`src/rtl/camera_param_ctrl.sv`:
```
// Frame-synchronous camera parameter controller: button auto-repeat for the
// frustum magnitudes, a one-deep pose slot, and a single commit per frame at the start of vblank.
module camera_param_ctrl #(
  parameter int          INITIAL_DELAY = 500000,
  parameter int          REPEAT_CYCLES = 100000,
  parameter logic [7:0]  FAR_RESET     = 8'd17,
  parameter logic [7:0]  NEAR_RESET    = 8'd0,
  parameter logic [7:0]  MAG_MAX       = 8'd255,
  parameter logic [9:0]  ACTIVE_V      = 10'd720
) (
  input  logic        pixel_clk_in,
  input  logic        rst_in,
  input  logic [10:0] hcount_in,
  input  logic [9:0]  vcount_in,
  input  logic [3:0]  change_in,
  input  logic        pose_valid_in,
  output logic        pose_ready_out,
  input  logic [15:0] ballx_in,
  input  logic [15:0] bally_in,
  input  logic [15:0] angle_in,
  output logic [15:0] ballx_out,
  output logic [15:0] bally_out,
  output logic [15:0] angle_out,
  output logic [7:0]  far_mag_out,
  output logic [7:0]  near_mag_out,
  output logic        frame_start_out
);

  typedef enum logic [1:0] {IDLE, FIRST, REPEAT} chan_state_t;

  localparam logic [19:0] FIRST_LAST  = 20'(INITIAL_DELAY - 1);
  localparam logic [19:0] REPEAT_LAST = 20'(REPEAT_CYCLES - 1);

  logic [1:0] step_up;
  logic [1:0] step_dn;

  // Channel 0 drives far_w from change_in[1:0], channel 1 drives near_w from change_in[3:2].
  genvar gi;
  generate
    for (gi = 0; gi < 2; gi++) begin : g_chan
      logic        up, dn, press;
      logic        dir_reg, dir_next;
      logic [19:0] cnt_reg, cnt_next;
      logic        su, sd;
      chan_state_t state_reg, state_next;

      assign up    = change_in[2*gi];
      assign dn    = change_in[2*gi+1];
      assign press = up ^ dn;
      assign step_up[gi] = su;
      assign step_dn[gi] = sd;

      always_ff @(posedge pixel_clk_in or posedge rst_in) begin
        if (rst_in) begin
          state_reg <= IDLE;
          cnt_reg   <= '0;
          dir_reg   <= 1'b0;
        end else begin
          state_reg <= state_next;
          cnt_reg   <= cnt_next;
          dir_reg   <= dir_next;
        end
      end

      always_comb begin
        state_next = state_reg;
        cnt_next   = cnt_reg;
        dir_next   = dir_reg;
        su         = 1'b0;
        sd         = 1'b0;
        if (!press) begin
          state_next = IDLE;
          cnt_next   = '0;
        end else if ((state_reg != FIRST && state_reg != REPEAT) || up != dir_reg) begin
          // Fresh press, or a direction reversal while held.
          su         = up;
          sd         = dn;
          dir_next   = up;
          cnt_next   = '0;
          state_next = FIRST;
        end else if ((state_reg == FIRST && cnt_reg == FIRST_LAST) ||
                     (state_reg == REPEAT && cnt_reg == REPEAT_LAST)) begin
          su         = up;
          sd         = dn;
          cnt_next   = '0;
          state_next = REPEAT;
        end else begin
          cnt_next = cnt_reg + 20'd1;
        end
      end
    end
  endgenerate

  logic [7:0] far_w, near_w;
  logic       far_inc, far_dec, near_inc, near_dec;

  // far- takes priority when the two steps would cross over each other.
  assign far_inc  = step_up[0] && (far_w != MAG_MAX);
  assign far_dec  = step_dn[0] && (far_w != near_w);
  assign near_inc = step_up[1] && (near_w != far_w) && !(far_dec && far_w == near_w + 8'd1);
  assign near_dec = step_dn[1] && (near_w != 8'd0);

  always_ff @(posedge pixel_clk_in or posedge rst_in) begin
    if (rst_in) begin
      far_w  <= FAR_RESET;
      near_w <= NEAR_RESET;
    end else begin
      if (far_inc)       far_w <= far_w + 8'd1;
      else if (far_dec)  far_w <= far_w - 8'd1;
      if (near_inc)      near_w <= near_w + 8'd1;
      else if (near_dec) near_w <= near_w - 8'd1;
    end
  end

  logic        boundary;
  logic        pend_full;
  logic [15:0] pend_x, pend_y, pend_a;

  assign boundary = (hcount_in == 11'd0) && (vcount_in == ACTIVE_V);

  always_ff @(posedge pixel_clk_in or posedge rst_in) begin
    if (rst_in) begin
      pend_full       <= 1'b0;
      pose_ready_out  <= 1'b1;
      pend_x          <= '0;
      pend_y          <= '0;
      pend_a          <= '0;
      ballx_out       <= '0;
      bally_out       <= '0;
      angle_out       <= '0;
      far_mag_out     <= FAR_RESET;
      near_mag_out    <= NEAR_RESET;
      frame_start_out <= 1'b0;
    end else begin
      frame_start_out <= boundary;
      if (boundary) begin
        far_mag_out  <= far_w;
        near_mag_out <= near_w;
      end
      // A pose accepted in the boundary cycle only fills the slot; it commits next frame.
      if (boundary && pend_full) begin
        ballx_out      <= pend_x;
        bally_out      <= pend_y;
        angle_out      <= pend_a;
        pend_full      <= 1'b0;
        pose_ready_out <= 1'b1;
      end else if (pose_valid_in && pose_ready_out) begin
        pend_x         <= ballx_in;
        pend_y         <= bally_in;
        pend_a         <= angle_in;
        pend_full      <= 1'b1;
        pose_ready_out <= 1'b0;
      end
    end
  end

endmodule

```
`config.mk`:
```
export PLATFORM = sky130hd
export DESIGN_NAME = camera_param_ctrl
export DESIGN_NICKNAME = d
export VERILOG_FILES = /design/src/rtl/camera_param_ctrl.sv
export SDC_FILE = /design/constraint.sdc
export NUM_CORES = 1
export LEC_CHECK = 0
export CAP_MARGIN = 20
export CORE_MARGIN = 5
export CORE_UTILIZATION = 50
export DETAILED_ROUTE_END_ITERATION = 7
export HOLD_SLACK_MARGIN = 0.03
export PLACE_DENSITY_LB_ADDON = 0.25
export SLEW_MARGIN = 10
export SYNTH_ARGS = -nofsm -noshare
export SYNTH_HDL_FRONTEND = slang
export SYNTH_SLANG_ARGS = --single-unit
```
`constraint.sdc`:
```
create_clock -name pixel_clk_in -period 7.55 [get_ports pixel_clk_in]
set_input_delay 1.8875 -clock pixel_clk_in [delete_from_list [all_inputs] [get_ports pixel_clk_in]]
set_output_delay 1.8875 -clock pixel_clk_in [all_outputs]
set_load 0.005 [all_outputs]
```
==> reports/qor.yml <==
pwr:
  intPower_mw: 1.74
  p_seq_frac: 0.460
  switching_power_uw: 750
  combPwrFrac: 0.182
  pwr-share-clk: 0.358
  pwr_density_cell_nw_per_um2: 242
  switching_share: 0.302
  p_leak_nw: 4.54
  vdd_drop_max_uv: 169
sta:
  maxSlewHeadroom: 0.305
  skew_ps: 12.0
  finalCritPeriodShare: 0.599
  setup-violations-final: 0
  hold_viol: 0
  timing.fmax_ghz: 0.221
  rsz0062_at_grt: "no"
  final.setup.tns_ps: 0
  period_minus_slack_ps: 4520
  slew_viol_final: 0
  worstMarginPinSlew_ps: 1030
yosys:
  async_flop_share: 1.00
  synth_cell_types: 58
  synth_flop_cell: "dfrtp_1"
  synth_edf_count: 0
  synth_most_common_cell: "dfrtp_1"
  yosys.area.top_type: "dfrtp_1"
  ys_warn_count: 0
  syn_nets: 733
  yosysTopAreaCellShare: 0.540
  synthTopCellsByCount: "dfrtp_1 (172), mux2_2 (117), nor2_1 (58)"
  syn_area_um2: 7980
  syn-instance-count: 640
  seq_area_frac_synth: 0.556
  synth_seq_cells: 177
  syn_avg_cell_area_um2: 12.5
  yosys-top-cells-area: "dfrtp_1 (54%), mux2_2 (17%), xor2_1 (3.4%)"
placement:
  place_area_um2: 9620
  post-dp-hpwl_um: 12300
  io_buffers: 141
  place.gp.congestion: 0.865
cts:
  cts-root-buf: "clkbuf_16"
  cts_setup_buffers: 0
  clk_pin_slew_ps: 70
  cts_buffers: 17
  cts_buffer_depth: 2
  postCtsResizedCells: 0
  clock_sinks: 177
  cts_tree: "done"
  cts.hold.buffers_added: 0
  htree_levels: 4
  clk_latency_ps: 420
layout:
  diodes: 0
  final_area_um2: 10300
  largest_reg_flops: 40
  final_nets: 880
  area_growth_pct: 28.6
  final_layout_size_suffix_gt1_frac: 0.213
  fillers: 1227
setup_path:
  critPathTopFamily: "compound AO/OA/AOI/OAI gates"
  path_cells: "clkdlybuf4s50_1 -> nor2b_1 -> o21ai_0 -> a21oi_1 -> inv_1 -> ha_1 -> nor2b_1 -> o21ai_0 -> nand2b_1 -> a21o_1 -> a21oi_1 -> xnor2_1 -> mux2_2"
  worstReg2RegEnd: "far_w[6]$_DFFE_PP0P_"
  cp.required_ps: 7860
  crit_path_start_kind: "input pin"
  critPathKind: "input pin to flip-flop"
  critical_path.max_fanout: 7
  r2r_start: "g_chan[0].cnt_reg[0]$_DFF_PP0_"
  r2r_slack_ps: 3820
  crit_arrival_ps: 4830
  reg2reg_depth: 14
  path_buf_inv: 2
  startpoint: "change_in[0]"
  endpoint_kind: "flip-flop"
  worst_path_max_delay_cell: "clkdlybuf4s50_1"
  max_stage_delay_ps: 540
floorplan:
  fp.dieW_um: 136
  core-area_um2: 15800
  die_h_um: 136
  die_area_um2: 18600
  initial_core_util: 0.506
  rows: 46
  io_pins: 142
grt:
  use_met3: 0.0681
  met2_usage: 0.337
  grt_max_degree: 114
  first_global_vias: 5890
  grt.total_usage: 0.196
  top_usage_layer: "met2"
  antenna_found_initial: 0
  use_met1: 0.235
  grt_pass1_wl_um: 29100
  overflow: 0
route:
  firstDrtPassIters: 5
  routedWlPerCell_um: 17.0
  first_iter_violations: 257
  wl_um: 17300
  drt-vias-per-instance: 5.28
  drcViolationCount: 0
  dr_total_vias: 5364
  ant_nets: 0
hold_path:
  holdPathStages: 1
  min_path_type: "flip-flop to flip-flop"
  holdCritStartpoint: "pend_y[1]$_DFFE_PP0P_"
  holdPathEnd: "bally_out[1]$_DFFE_PP0P_"
outcome:
  status: "completed"
flow_run:
  max_cap_violations: 0
-- layout by cell type, fill, tap and decap left out, drive strengths merged, types with 6 or more instances in the layout --
cell	count
dfrtp	172
clkdlybuf4s50	141
mux2	117
nor2	59
xor2	31
xnor2	30
nand2	27
inv	26
nand3	24
clkbuf	17
a21oi	17
ha	16
nand4	13
and3	9
nor4b	8
o21ai	8
nand2b	7
nor3	7
and4	6
-- power groups by stage --
stage	registers [mW]	logic [mW]	clock network, mW
floorplan	1.10	0.378	0
global placement	1.16	0.418	0
detailed placement	1.16	0.446	0
CTS	1.14	0.450	0.911
global route	1.16	0.504	0.955
finish	1.14	0.452	0.891
-- metal layers --
| metal | part of all wire | wire [um] | vias up |
|---|---|---|---|
| li1 | - | - | 2558 |
| met1 | 0.40 | 6930 | 2672 |
| met2 | 0.52 | 9070 | 116 |
| met3 | 0.067 | 1160 | 18 |
| met4 | 0.0086 | 149 | 0 |
| met5 | 0 | 0 | - |
-- cell families after synthesis --
logic type / after synthesis / synth area share
simple gates: 184 / 0.122
flops: 177 / 0.556
mux: 120 / 0.169
xor+xnor: 61 / 0.0670
compound gates: 45 / 0.0373
buf+inv: 35 / 0.0196
fa+ha+maj: 18 / 0.0289
-- through the flow --
stage	utilization	worst slack, ps	hold slack (ps)	cells	power, mW
2_1_floorplan	-	869	447	640	1.48
3_3_place_gp	0.610	2760	466	983	1.58
3_5_place_dp	0.610	2600	477	983	1.61
4_1_cts	0.649	3030	506	1015	2.50
5_1_grt	0.651	2830	520	1016	2.62
6_report	0.651	3030	504	1016	2.49
-- layout make-up --
| cell class | instances | area, um^2 | share of cell area |
|---|---|---|---|
| Sequential cell | 177 | 4440 | 0.432 |
| Multi-Input combinational cell | 428 | 3400 | 0.332 |
| Timing Repair Buffer | 146 | 1470 | 0.143 |
| Clock buffer | 17 | 425 | 0.0415 |
| Tap cell | 216 | 270 | 0.0263 |
| Clock inverter | 15 | 188 | 0.0183 |
| Inverter | 17 | 68.8 | 0.00671 |
-- worst max path at each step --
stage / to / depth (start not counted) / slack [ps]
final: far_w[6]$_DFFE_PP0P_ / 13 / 3030
after global routing: far_w[7]$_DFFE_PP0P_ / 13 / 2830
after CTS: far_w[6]$_DFFE_PP0P_ / 13 / 3030
after detailed placement: far_w[6]$_DFFE_PP0P_ / 13 / 2600
after global placement: far_w[7]$_DFFE_PP0P_ / 13 / 2760
after floorplan: angle_out[0]$_DFFE_PP0P_ / 1 / 870
Power figures use the tool's default switching activity.
